`src/rtl/fifo_rd_pkg.sv`:
```
// fifo_rd_pkg: shared types and widths for the FIFO read-side stream.
// Occupancy enum, beat counter width and stats counter width.
package fifo_rd_pkg;

  typedef enum logic [1:0] {
    OCC_EMPTY = 2'd0,
    OCC_ONE   = 2'd1,
    OCC_TWO   = 2'd2
  } occ_e;

  localparam int BEAT_W = 16;
  localparam int STAT_W = 32;

  function automatic logic [STAT_W-1:0] sat_inc(
    input logic [STAT_W-1:0] v
  );
    return (&v) ? v : v + STAT_W'(1);
  endfunction

endpackage

```
`src/rtl/fifo_rd_skid2.sv`:
```
// fifo_rd_skid2: 2-entry data+last buffer with push/pop.
// Entry 0 is the head; entry 1 only fills while the head is stalled.
module fifo_rd_skid2
  import fifo_rd_pkg::*;
#(
  parameter int DSIZE = 8
) (
  input  logic             clk_i,
  input  logic             rst_i,
  input  logic             push_i,
  input  logic [DSIZE-1:0] push_data_i,
  input  logic             push_last_i,
  input  logic             pop_i,
  output logic             head_valid_o,
  output logic [DSIZE-1:0] head_data_o,
  output logic             head_last_o,
  output occ_e             occ_o
);

  occ_e             occ_q, occ_d;
  logic [DSIZE-1:0] d0_q, d0_d;
  logic [DSIZE-1:0] d1_q, d1_d;
  logic             l0_q, l0_d;
  logic             l1_q, l1_d;

  always_ff @(posedge clk_i or posedge rst_i) begin
    if (rst_i) begin
      occ_q <= OCC_EMPTY;
      d0_q  <= '0;
      d1_q  <= '0;
      l0_q  <= 1'b0;
      l1_q  <= 1'b0;
    end else begin
      occ_q <= occ_d;
      d0_q  <= d0_d;
      d1_q  <= d1_d;
      l0_q  <= l0_d;
      l1_q  <= l1_d;
    end
  end

  always_comb begin
    occ_d = occ_q;
    d0_d  = d0_q;
    d1_d  = d1_q;
    l0_d  = l0_q;
    l1_d  = l1_q;
    unique case (occ_q)
      OCC_EMPTY: begin
        if (push_i) begin
          d0_d  = push_data_i;
          l0_d  = push_last_i;
          occ_d = OCC_ONE;
        end
      end
      OCC_ONE: begin
        if (push_i && pop_i) begin
          d0_d = push_data_i;
          l0_d = push_last_i;
        end else if (push_i) begin
          d1_d  = push_data_i;
          l1_d  = push_last_i;
          occ_d = OCC_TWO;
        end else if (pop_i) begin
          occ_d = OCC_EMPTY;
        end
      end
      OCC_TWO: begin
        // Push is gated off upstream while full.
        if (pop_i) begin
          d0_d  = d1_q;
          l0_d  = l1_q;
          occ_d = OCC_ONE;
        end
      end
      default: occ_d = OCC_EMPTY;
    endcase
  end

  assign head_valid_o = (occ_q != OCC_EMPTY);
  assign head_data_o  = d0_q;
  assign head_last_o  = l0_q;
  assign occ_o        = occ_q;

endmodule

```
`src/rtl/fifo_rd_stream.sv`:
```
// fifo_rd_stream: rclk-domain FIFO drain into a framed valid/ready stream.
// Define FIFO_RD_STREAM_STATS_EN to add stat_words/stat_stall outputs.
module fifo_rd_stream
  import fifo_rd_pkg::*;
#(
  parameter int DSIZE     = 8,
  parameter int BURST_LEN = 16
) (
  input  logic             rclk,
  input  logic             rrst,
  input  logic             rd_en,
  input  logic             rempty,
  input  logic [DSIZE-1:0] rdata,
  output logic             rinc,
  output logic             out_valid,
  output logic [DSIZE-1:0] out_data,
  output logic             out_last,
  input  logic             out_ready,
  output logic             busy
`ifdef FIFO_RD_STREAM_STATS_EN
  ,
  output logic [STAT_W-1:0] stat_words,
  output logic [STAT_W-1:0] stat_stall
`endif
);

  localparam logic [BEAT_W-1:0] LAST_BEAT = BEAT_W'(BURST_LEN - 1);

  occ_e              occ;
  logic              fire;
  logic              tag_last;
  logic [BEAT_W-1:0] beat_q, beat_d;

  // Pop gating sees only registered occupancy, never out_ready.
  assign rinc     = rd_en & ~rempty & (occ != OCC_TWO) & ~rrst;
  assign fire     = out_valid & out_ready;
  assign tag_last = (beat_q == LAST_BEAT);
  assign busy     = (occ != OCC_EMPTY);

  always_comb begin
    beat_d = beat_q;
    if (rinc) begin
      beat_d = tag_last ? '0 : beat_q + BEAT_W'(1);
    end
  end

  always_ff @(posedge rclk or posedge rrst) begin
    if (rrst) begin
      beat_q <= '0;
    end else begin
      beat_q <= beat_d;
    end
  end

  fifo_rd_skid2 #(
    .DSIZE(DSIZE)
  ) u_skid (
    .clk_i       (rclk),
    .rst_i       (rrst),
    .push_i      (rinc),
    .push_data_i (rdata),
    .push_last_i (tag_last),
    .pop_i       (fire),
    .head_valid_o(out_valid),
    .head_data_o (out_data),
    .head_last_o (out_last),
    .occ_o       (occ)
  );

`ifdef FIFO_RD_STREAM_STATS_EN
  logic [STAT_W-1:0] words_q, words_d;
  logic [STAT_W-1:0] stall_q, stall_d;

  always_comb begin
    words_d = words_q;
    stall_d = stall_q;
    if (rinc) begin
      words_d = words_q + STAT_W'(1);
    end
    if (out_valid & ~out_ready) begin
      stall_d = sat_inc(stall_q);
    end
  end

  always_ff @(posedge rclk or posedge rrst) begin
    if (rrst) begin
      words_q <= '0;
      stall_q <= '0;
    end else begin
      words_q <= words_d;
      stall_q <= stall_d;
    end
  end

  assign stat_words = words_q;
  assign stat_stall = stall_q;
`endif

endmodule

```
`config.mk`:
```
export PLATFORM = sky130hd
export DESIGN_NAME = fifo_rd_stream
export DESIGN_NICKNAME = d
export VERILOG_FILES = /design/src/rtl/fifo_rd_pkg.sv /design/src/rtl/fifo_rd_skid2.sv /design/src/rtl/fifo_rd_stream.sv
export SDC_FILE = /design/constraint.sdc
export NUM_CORES = 1
export LEC_CHECK = 0
export BUFFER_PORTS_ARGS = -buffer_cell sky130_fd_sc_hd__buf_4
export CELL_PAD_IN_SITES_DETAIL_PLACEMENT = 1
export CELL_PAD_IN_SITES_GLOBAL_PLACEMENT = 2
export CORE_MARGIN = 2
export CORE_UTILIZATION = 32
export CTS_BUF_LIST = sky130_fd_sc_hd__clkbuf_8 sky130_fd_sc_hd__clkbuf_16
export DETAILED_ROUTE_END_ITERATION = 6
export GPL_ROUTABILITY_DRIVEN = 0
export PLACE_DENSITY_LB_ADDON = 0.3
export SYNTH_ARGS = -nofsm -noshare
export SYNTH_HDL_FRONTEND = slang
export SYNTH_SLANG_ARGS = --single-unit
```
`constraint.sdc`:
```
create_clock -name rclk -period 1.85 [get_ports rclk]
set_clock_uncertainty 0.2 [all_clocks]
set_input_delay 0.0925 -clock rclk [delete_from_list [all_inputs] [get_ports rclk]]
set_output_delay 0.0925 -clock rclk [all_outputs]
set_load 0.01 [all_outputs]
```
After elaboration in Yosys (flattened, before gate mapping)
Cells that the tools add are included.
{"block": "totals", "in_bits": 13, "ff_bits": 36}
{"block": "classes", "mux": 15, "bitwise_logic": 7, "n_addsub": 1, "reduce_logical": 7, "eq_ne": 9}
{"op": "$mux W8", "n": 3}
{"op": "$pmux W8 S3", "n": 1}
{"op": "$add A16 B1 Y16 const B", "n": 1}
{"op": "$eq A16 B4 Y1 const B", "n": 1}
{"op": "$mux W16", "n": 1}
{"op": "$mux W2", "n": 5}
{"op": "$reduce_and A4 Y1", "n": 2}
{"op": "$ne A2 B1 Y1 const B", "n": 3}
{"op": "$pmux W2 S3", "n": 1}
{"op": "$and A1 B1 Y1", "n": 4}
{"op": "$ne A2 B2 Y1 const B", "n": 2}
{"op": "$mux W1", "n": 3}
{"op": "$ne A3 B1 Y1 const B", "n": 1}
{"op": "$not A1 Y1", "n": 3}
{"op": "$pmux W1 S3", "n": 1}
{"op": "$reduce_and A3 Y1", "n": 1}
{"op": "$reduce_bool A3 Y1", "n": 1}
{"op": "$eq A2 B1 Y1 const B", "n": 1}
{"op": "$eq A2 B2 Y1 const B", "n": 1}
{"op": "$logic_not A2 Y1", "n": 1}
{"op": "$reduce_bool A2 Y1", "n": 1}
{"op": "$logic_and A1 B1 Y1", "n": 1}

Longest topological paths before layout
Gate-level depths: netlist of run 1.
{"block": "logic_depth", "depth_word": 7, "depth_mapped": 5, "ltp_nobuf": 5}

Modules after synthesis
Synthesis of run 1 repeated with hierarchy kept, for this count alone.
{"block": "hier_totals", "cells_unflattened": 155, "area_unflattened_um2": 1878.1}
{"mod": "fifo_rd_skid2", "area_each_um2": 988.4, "cells_per_inst": 63, "n_inst": 1, "seq_area_each_um2": 500.5}
{"mod": "fifo_rd_stream", "area_each_um2": 889.6, "cells_per_inst": 92, "n_inst": 1, "seq_area_each_um2": 400.4}

Worst setup path before layout of run 1
Ideal clock, no wire load.
{"block": "synth_timing", "path_type": "reg-to-reg", "start": "register u_skid.occ_q[1], in the netlist u_skid.occ_o[1]", "end": "register u_skid.d0_q[0], in the netlist u_skid.head_data_o[0]", "n_path_buf": 0, "arrival_ps": 1596, "setup_slack_ps": -71, "path_stages_with_launch": 5, "path_cell_list": "dfrtp_1 or4b_1 a21o_1 a21boi_2 mux2_2"}
{"block": "synth_via", "elab_chain_cells": 6, "word_cells_on_any_way": 15, "cone_classes": "6 x eq/ne; 1 x mux; 3 x bitwise; 5 x reduce/logical"}
{"element": "from (decl)", "line_no": "fifo_rd_skid2.sv:20", "source": "occ_e occ_q, occ_d;"}
{"element": "from (signal assigned)", "line_no": "fifo_rd_skid2.sv:28", "source": "occ_q <= OCC_EMPTY;"}
{"element": "from (signal assigned)", "line_no": "fifo_rd_skid2.sv:34", "source": "occ_q <= occ_d;"}
{"element": "$ne A2 B2 Y1", "line_no": "fifo_rd_stream.sv:35", "source": "assign rinc = rd_en & ~rempty & (occ != OCC_TWO) & ~rrst;"}
{"element": "$and A1 B1 Y1 (2 in a row)", "line_no": "fifo_rd_stream.sv:35"}
{"element": "$logic_and A1 B1 Y1", "line_no": "fifo_rd_skid2.sv:57", "source": "if (push_i && pop_i) begin"}
{"element": "$ne A2 B1 Y1 (no source line)"}
{"element": "$reduce_and A4 Y1 (no source line)"}
{"element": "to (signal assigned)", "line_no": "fifo_rd_skid2.sv:29", "source": "d0_q <= '0;"}
{"element": "to (signal assigned)", "line_no": "fifo_rd_skid2.sv:35", "source": "d0_q <= d0_d;"}
{"element": "to (decl)", "line_no": "fifo_rd_skid2.sv:21", "source": "logic [DSIZE-1:0] d0_q, d0_d;"}
Parallel ways exist; a longest one is shown, timed or not.
A chain may end at the register's enable or synchronous reset.

Worst setup path in the final report of run 1
{"block": "layout_timing", "start": "register u_skid.occ_q[1], in the netlist u_skid.occ_o[1]", "end": "register u_skid.d0_q[5], in the netlist u_skid.head_data_o[5]"}
The elaborated chain is that of the path after synthesis.

==> results of run 1 <==
## power groups by stage
stage               sequential, mW  combinational (mW)  clock, mW
global route                  1.12               0.604      0.619
finish                        1.09               0.549      0.564
floorplan                     1.09               0.255          0
CTS                           1.08               0.554      0.585
detailed placement            1.10               0.528          0
global placement              1.08               0.502          0
## registers in the layout, indices dropped and copies added, names as in the netlist
signal and cells:
beat_q 16, u_skid.d1_q 8, u_skid.head_data_o 8, u_skid.occ_o 2, u_skid.head_last_o 1, u_skid.l1_q 1
## per-stage QoR
| stage | power [mW] | setup slack (ps) |
|---|---|---|
| floorplan | 1.35 | 21.0 |
| global placement | 1.59 | 4.11 |
| detailed placement | 1.63 | -82.3 |
| CTS | 2.22 | -22.8 |
| global route | 2.34 | -89.7 |
| finish | 2.20 | -10.9 |
## final timing paths
| path | slack, ps | start | cells past startpoint | to |
|---|---|---|---|---|
| min in group asynchronous | 330 | rrst | 4 | u_skid.occ_o[0] |
| setup reg to reg | -10 | u_skid.occ_o[1] | 4 | u_skid.head_data_o[5] |
| hold reg to reg | 280 | beat_q[15] | 1 | beat_q[15] |
| hold / removal | 20 | out_ready | 3 | u_skid.occ_o[0] |
| setup / recovery | -10 | u_skid.occ_o[1] | 4 | u_skid.head_data_o[5] |
| max in group asynchronous | 770 | rrst | 4 | beat_q[3] |
## layer usage
layer,track usage [%],wire length (µm),up-vias
li1,-,-,674
met1,18.4,1880,708
met2,28.9,2290,15
met3,3.72,117,5
met4,5.36,50,0
met5,0,0,-
## worst reg2reg max path, cell delays in order, from the launching register on
cell	delay (ps)
dfrtp_1	410
or4b_4	500
a21o_1	180
a21boi_4	180
mux2_2	300
## cell families (layout without fill, tap and decap cells)
| logic type | after synthesis | in the layout |
|---|---|---|
| fa+ha+maj | 1 | 1 |
| simple gates | 80 | 80 |
| mux | 17 | 17 |
| buf+inv | 9 | 62 |
| flops | 36 | 36 |
| xor+xnor | 12 | 12 |
| compound gates | 13 | 13 |
## repair_timing
item	in CTS	in global routing
gates resized for setup	3	9
pin swaps	1	7
setup buffers	3	1
endpoints found under the hold margin	53	0
hold buffers	11	0
endpoints found under the setup margin	8	25
## final cells by class
cell class / instances / area (µm²) / share of cell area (%)
clock buffers: 5 / 68.8 / 2.94
flip-flops and latches: 36 / 903 / 38.7
well taps: 70 / 87.6 / 3.75
inverters: 5 / 18.8 / 0.803
repair buffers: 49 / 399 / 17.1
clock inverters: 3 / 18.8 / 0.803
multi-input cells: 123 / 841 / 36.0
## cells in the final DEF, fill, tap and decap left out, drive strengths merged, types with 5 or more instances in the layout
master       count
mux2            16
nor3             6
clkbuf           5
nand2           41
buf             38
o21ai            8
dlygate4sd3     11
nor2             5
inv              5
dfrtp           36
xnor2            5
nand3            7
xor2             7
## synthesized netlist by cell type (2+ instances only)
library cell and instances:
nand2_1 41, nor4b_1 2, o21ai_0 8, nand3_1 7, nand4_1 3, xnor2_1 5, nor2_1 5, xor2_1 7
mux2_2 16, dfrtp_1 36, or2_2 2, nor2b_1 2, and3_1 3, inv_1 5, clkbuf_1 3, nor3_1 5
==> out/qor.yml, run 1 <==
logic_synthesis:
  synthFlopType: "dfrtp_1"
  ys_seq_area_share_pct: 52.2
  synthesis.nets: 182
  synthAdderAreaFrac_pct: 0.726
  yosys_warnings: 0
  synth_cells: 168
  synthSimpleGateAreaFrac_pct: 23.1
  synth_top_family_by_area: "simple AND/OR/NAND/NOR gates"
  synth_area_leaders: "dfrtp_1, mux2_2, nand2_1, xor2_1, xnor2_1"
  syn_area_um2: 1720
  synth-seq-cells: 36
  synth_edf_count: 0
  synth_top_area_share_pct: 52.2
  synth_xor_area_share_pct: 6.10
  synth_compound_area_share_pct: 4.64
  synthDistinctLibCells: 34
  async_reset_ff_share_pct: 100
  synth.avg_cell_area_um2: 10.3
  yosysTopAreaCell: "dfrtp_1"
  synth_mux_area_share_pct: 11.0
worst_setup_path:
  cpMaxStageDelayCell: "or4b_4"
  crit_arrival_ps: 1840
  cp_max_fo: 9
  cp-end-kind: "flop"
  cp_cell_sequence: "or4b_4 -> a21o_1 -> a21boi_4 -> mux2_2"
  slowest_delay_ps: 490
  worstSetupStartpointType: "flop"
  critical-path-top-delay-family: "simple AND/OR/NAND/NOR gates"
  path_buf_inv: 0
  cp.required_ps: 1830
  crit_type: "flop to flop"
sta:
  finalSetupViolations: 5
  rsz0062_at_grt: "yes"
  period_share_pct: 101
  whs_ps: 22.5
  timing.final.max_slew_violations: 0
  hold_viol_final: 0
  setup_tns_ps: -21.3
  timing.fmax_ghz: 0.537
  period_needed_ps: 1860
  relSlewSlack_pct: 68.6
  layout_setup_ws_ps: -10.9
  worst_pin_slew_ps: 470
floorplanning:
  pin_count: 25
  die_x_um: 77.4
  row_count: 26
  core_area_um2: 5140
  die_y_um: 77.4
  start_util_pct: 33.5
  die_area_um2: 5990
cts:
  clock_latency_ps: 290
  cts_max_level: 2
  clk_pin_slew_worst_paths_ps: 80
  clockBufferDepth: 2
  cts-root-buf: "clkbuf_8"
  cts_inserted_buffers: 5
  clock-sinks: 36
  cts_tree: "yes"
power:
  ir_drop_uv: 521
  switching_power_uw: 666
  p_clk_share_pct: 25.6
  p_leak_nw: 1.15
  power.density_nw_per_um2: 942
  seq_power_share_pct: 49.4
  combPwrFrac_pct: 25.0
  switching_share_pct: 30.3
  p_int_mw: 1.53
detailed_routing:
  drt_iter0_markers: 25
  via_per_inst: 4.82
  avgRoutedWirePerCell_um: 14.9
  wl_um: 4340
  post-route-drc-count: 0
  firstDrtPassIters: 3
  vias: 1402
  final_antenna_net_count: 0
final_layout:
  area_delta_synth_final_pct: 35.6
  nets: 234
  fin_area_um2: 2340
  drive_above_1_share_pct: 35.3
  antennaDiodeCount: 0
  fin_util_pct: 45.5
  fin_cells: 291
  num-fill-cells: 615
run_status:
  status: "finished, violations left"
  violations: "setup timing"
place:
  detailed_place_hpwl_um: 3050
  portBuffers: 24
  placed_area_um2: 2060
  dp.cells: 268
flow_run:
  maxCapViolations: 0
global_route:
  grt_pass1_wl_um: 7480
  antenna_found_initial: 0
  overflow: 0
  track_usage_pct: 15.9
  grt_max_degree: 37
  grt_pass1_vias: 1588
hold_path:
  worstHoldPathType: "input pin to flop"
Note: power is estimated with default switching activity, not from simulation.
==> inputs of run 2 (changes only) <==
- CORE_UTILIZATION: 32 -> 34
- SYNTH_HIERARCHICAL: unset -> 1
==> out/qor.yml, run 2 <==
run_status:
  status: "finished, violations left"
  violations: "setup timing"
power:
  switching_share_pct: 29.7
  switching_power_uw: 953
  power.density_nw_per_um2: 1090
  seq_power_share_pct: 37.4
  combPwrFrac_pct: 40.6
  p_clk_share_pct: 22.0
  report.power.total_mw: 3.21
  p_int_mw: 2.26
  p_leak_nw: 1.39
  ir_drop_uv: 608
logic_synthesis:
  synthFlopType: "dfrtp_1"
  synth-seq-cells: 36
  synth_top_area_share_pct: 48.0
  synth.avg_cell_area_um2: 12.1
  synthesis.nets: 169
  ys_seq_area_share_pct: 48.0
  yosysMostFrequentCell: "dfrtp_1"
  synth_cells: 155
  synth_edf_count: 0
  syn_area_um2: 1880
  yosysTopAreaCell: "dfrtp_1"
  synth_area_leaders: "dfrtp_1, mux2_4, mux2_1, nand3_1, xnor2_1"
  async_reset_ff_share_pct: 100
  yosys_warnings: 6
  netlist_top_cells_count: "dfrtp_1, mux2_4, nand2_1, nand3_1, mux2_1"
  synthDistinctLibCells: 40
detailed_routing:
  wl_um: 5130
  wl_met3_um: 111
  post-route-drc-count: 0
  wl_met1_um: 2060
  via_per_inst: 4.94
  top_layer: "met4"
  final_antenna_net_count: 0
  wl_met2_um: 2870
  vias: 1547
  firstDrtPassIters: 4
  avgRoutedWirePerCell_um: 16.4
  drt_iter0_markers: 35
final_layout:
  regMostFlops: "beat_q"
  num-fill-cells: 572
  largest_reg_flops: 16
  area_delta_synth_final_pct: 57.1
  nets: 254
  antennaDiodeCount: 0
  final_cell_mix: "buf_4, dfrtp_1, mux2_4"
  layout_commonest_cell: "buf_4"
  drive_above_1_share_pct: 58.5
cts:
  clockBufferDepth: 2
  clk_pin_slew_worst_paths_ps: 80
  clock-sinks: 36
  clock_latency_ps: 300
  cts_tree: "yes"
  cts-root-buf: "clkbuf_8"
  cts_inserted_buffers: 5
  cts_max_level: 2
hold_path:
  worstHoldPathType: "input pin to flop"
place:
  portBuffers: 24
  pre_cts_slack_ps: -238
  detailed_place_hpwl_um: 3370
floorplanning:
  die_area_um2: 6130
  row_count: 27
  die_x_um: 78.3
  core_area_um2: 5410
  pin_count: 25
  die_y_um: 78.3
  start_util_pct: 34.7
worst_setup_path:
  cp_cell_sequence: "and2b_2 -> or2_4 -> clkinv_8 -> nand2b_4 -> o21ai_4 -> buf_12 -> mux2_4"
  cp.required_ps: 1830
  cp-end-kind: "flop"
  worstSetupStartpointType: "flop"
  cpMaxStageDelayCell: "dfrtp_2"
  slowest_delay_ps: 420
  crit_arrival_ps: 1950
  crit_type: "flop to flop"
  cp_max_fo: 9
sta:
  relSlewSlack_pct: 55.3
  period_needed_ps: 1970
  finalSetupViolations: 24
  timing.final.max_slew_violations: 0
  layout_setup_ws_ps: -119
  rsz0062_at_grt: "yes"
  timing.fmax_ghz: 0.508
  period_share_pct: 106
  hold_viol_final: 0
  worst_pin_slew_ps: 670
global_route:
  grt_pass1_wl_um: 8310
  track_usage_pct: 17.9
  antenna_found_initial: 0
  overflow: 0
  grt_max_degree: 21
  grt_pass1_vias: 1719
flow_run:
  maxCapViolations: 0
==> run 2: worst max-delay path: cells and delay by family, from the launching register on <==
family,cells,cell delay (ps)
flops,1,420
compound gates,1,170
buf+inv,2,230
simple gates,3,540
mux,1,300
==> run 2: metal layers <==
metal | track usage, % | up-vias
met5 | 0 | -
met2 | 34.6 | 24
li1 | - | 727
met4 | 6.49 | 0
met3 | 3.79 | 8
met1 | 18.9 | 788
==> run 2: path summary, 6_finish.rpt <==
| path | slack [ps] | cells after the start | start | endpoint |
|---|---|---|---|---|
| worst max-delay path | -120 | 7 | u_skid/occ_o[1] | u_skid/head_data_o[6] |
| worst min-delay path | 270 | 7 | rempty | beat_q[14] |
| worst max register to register | -120 | 7 | u_skid/occ_o[1] | u_skid/head_data_o[6] |
| worst min register to register | 320 | 1 | u_skid/l1_q | u_skid/l1_q |
| max in group asynchronous | 580 | 4 | rrst | beat_q[7] |
| min in group asynchronous | 350 | 5 | rrst | u_skid/head_last_o |
==> run 2: power by group through the flow <==
stage                     combinational, mW  sequential [mW]  clock, mW
after global placement                 1.05             1.17          0
after global routing                   1.40             1.23      0.758
after CTS                              1.23             1.19      0.730
after detailed placement               1.09             1.19          0
after floorplan                       0.515             1.22          0
final                                  1.31             1.20      0.706
==> run 2: area by class of cell <==
| type | instances | area [µm²] | share of cell area (%) |
|---|---|---|---|
| Clock buffer | 5 | 68.8 | 2.33 |
| Clock inverter | 3 | 42.5 | 1.44 |
| Inverter | 6 | 35.0 | 1.19 |
| Multi-Input combinational cell | 110 | 1130 | 38.2 |
| Sequential cell | 36 | 906 | 30.7 |
| Tap cell | 72 | 90.1 | 3.05 |
| Timing Repair Buffer | 81 | 681 | 23.1 |
==> run 2: metrics by stage <==
stage | cell area (µm²) | instances | utilization, % | hold slack (ps) | TNS, ps
after global routing | 2950 | 313 | 54.6 | 315 | -3680
final | 2950 | 313 | 54.6 | 273 | -1940
after floorplan | 1910 | 155 | - | -194 | -3370
after detailed placement | 2470 | 286 | 45.6 | 87.2 | -3220
after global placement | 2470 | 286 | 45.6 | 66.5 | -2210
after CTS | 2800 | 308 | 51.7 | 272 | -2230
==> run 2: kinds of logic (layout without fill, tap and decap cells) <==
logic type               Yosys count  in the layout  synth area share [%]
buffers and inverters             10             95                  3.40
AND/OR/NAND/NOR                   56             57                  17.8
multiplexers                      31             31                  21.9
adder cells (fa/ha/maj)            1              1                 0.666
XOR/XNOR                           8              8                  3.73
AO/OA/AOI/OAI                     13             13                  4.53
flip-flops                        36             36                  48.0
==> run 2: repair_timing <==
| item | 4_1_cts | 5_1_grt |
|---|---|---|
| hold buffers | 10 | 0 |
| resized for setup | 23 | 23 |
| endpoints found under the hold margin | 53 | 0 |
| endpoints found under the setup margin | 23 | 27 |
| pin swaps | 5 | 7 |
| cloned | 1 | 0 |
| buffers inserted | 4 | 5 |
==> inputs of run 3 (changes only) <==
- CELL_PAD_IN_SITES_DETAIL_PLACEMENT: 1 -> unset
- CELL_PAD_IN_SITES_GLOBAL_PLACEMENT: 2 -> unset
- CORE_UTILIZATION: 34 -> 45
==> out/qor.yml, run 3 (synthesized netlist as in run 2, its figures left out) <==
power:
  power.density_nw_per_um2: 1130
  p_leak_nw: 1.30
  seq_power_share_pct: 39.1
  combPwrFrac_pct: 38.9
  p_int_mw: 2.19
  ir_drop_uv: 766
  switching_share_pct: 28.7
  p_clk_share_pct: 22.0
  switching_power_uw: 881
worst_setup_path:
  crit_type: "flop to flop"
  worstSetupStartpointType: "flop"
  cp.required_ps: 1830
  cp-end-kind: "flop"
  cp_max_fo: 5
  crit_arrival_ps: 1920
cts:
  clock-sinks: 36
  clockBufferDepth: 2
  cts_max_level: 2
  cts-root-buf: "clkbuf_8"
  cts_tree: "yes"
  cts_inserted_buffers: 5
  clk_pin_slew_worst_paths_ps: 70
  clock_latency_ps: 290
detailed_routing:
  final_antenna_net_count: 0
  vias: 1439
  post-route-drc-count: 0
  firstDrtPassIters: 4
  via_per_inst: 5.19
  wl_um: 4230
  avgRoutedWirePerCell_um: 15.3
  drt_iter0_markers: 65
sta:
  whs_ps: 255
  finalSetupViolations: 18
  timing.fmax_ghz: 0.515
  layout_setup_ws_ps: -90.8
  period_share_pct: 105
  period_needed_ps: 1940
  relSlewSlack_pct: 59.5
  hold_viol_final: 0
  worst_pin_slew_ps: 607
  rsz0062_at_grt: "yes"
  timing.final.max_slew_violations: 0
floorplanning:
  pin_count: 25
  row_count: 23
  die_x_um: 68.6
  start_util_pct: 47.0
  die_area_um2: 4710
  core_area_um2: 4000
  die_y_um: 68.6
global_route:
  antenna_found_initial: 0
  grt_max_degree: 21
  grt_pass1_vias: 1530
  track_usage_pct: 20.7
  grt_pass1_wl_um: 7010
  overflow: 0
final_layout:
  antennaDiodeCount: 0
  drive_above_1_share_pct: 52.4
  layout_commonest_cell: "buf_4"
  final_cell_mix: "buf_4, dfrtp_1, mux2_4"
  nets: 240
  largest_reg_flops: 16
  area_delta_synth_final_pct: 44.0
  fin_cells: 277
  regMostFlops: "beat_q"
hold_path:
  worstHoldPathType: "input pin to flop"
run_status:
  status: "finished, violations left"
  violations: "setup timing"
flow_run:
  maxCapViolations: 0
place:
  dp.cells: 256
  detailed_place_hpwl_um: 2870
  portBuffers: 24
run 3: cell types whose count changed in the layout (fill, tap and decap cells not counted), moves of 3 or more:
cell / before / now
buf_4: 63 / 55
buf_6: 6 / 0
nand3_1: 8 / 12
nand3_4: 4 / 0
xnor2_1: 3 / 6
xnor2_2: 3 / 0
run 3: metal layers:
metal	share of wire (%)	wire length, µm	track usage (%)
met5	0	0	0
met4	3.0	128	10.8
met3	3.4	143	5.52
met2	51	2150	33.3
met1	43	1810	25.5
run 3: area by class of cell:
type                       count  area, µm²
tap                           50       62.6
sequential                    36        906
clock inverter                 3       38.8
clock buffer                   5       68.8
fill                         306       1290
inverter                       6       35.0
timing repair buffer          67        553
multi-input combinational    110       1040
run 3: final timing paths:
kind                                    start                  to  slack (ps)  cells after the start
setup reg to reg              u_skid/occ_o[1]      u_skid/d1_q[1]         -90                      6
hold / removal                         rempty          beat_q[14]         250                      7
hold reg to reg            u_skid/head_last_o  u_skid/head_last_o         320                      1
min in group asynchronous                rrst     u_skid/occ_o[1]         320                      5
max in group asynchronous                rrst           beat_q[5]         650                      4
setup / recovery              u_skid/occ_o[1]      u_skid/d1_q[1]         -90                      6
run 3: repair_timing:
item	in CTS	in global routing
gates resized for setup	10	17
pin swaps	1	5
setup endpoints to repair	19	26
buffers inserted	2	1
cloned	1	0
hold buffers	10	0
endpoints found under the hold margin	53	0
run 3: power by group through the flow:
stage,Combinational [mW],Clock (mW),Sequential [mW]
2_1_floorplan,0.515,0,1.22
3_3_place_gp,0.984,0,1.18
3_5_place_dp,1.02,0,1.20
4_1_cts,1.14,0.688,1.19
5_1_grt,1.27,0.718,1.23
6_report,1.19,0.674,1.20
run 3: critical path: stages (launching register included):
cell and delay, ps:
dfrtp_2 420, and2b_2 200, or2_4 260, clkinv_8 60, nor2b_4 160, and2_4 220, mux2_4 310
run 3: through the flow:
stage / total power, mW / setup WS [ps] / util (%) / setup TNS (ps) / area (µm²)
floorplan: 1.74 / -188 / - / -3370 / 1910
global placement: 2.16 / -152 / 59.5 / -2040 / 2380
detailed placement: 2.23 / -220 / 59.5 / -2990 / 2380
CTS: 3.02 / -106 / 65.6 / -1670 / 2620
global route: 3.22 / -163 / 67.6 / -2720 / 2710
finish: 3.07 / -90.8 / 67.6 / -1410 / 2710
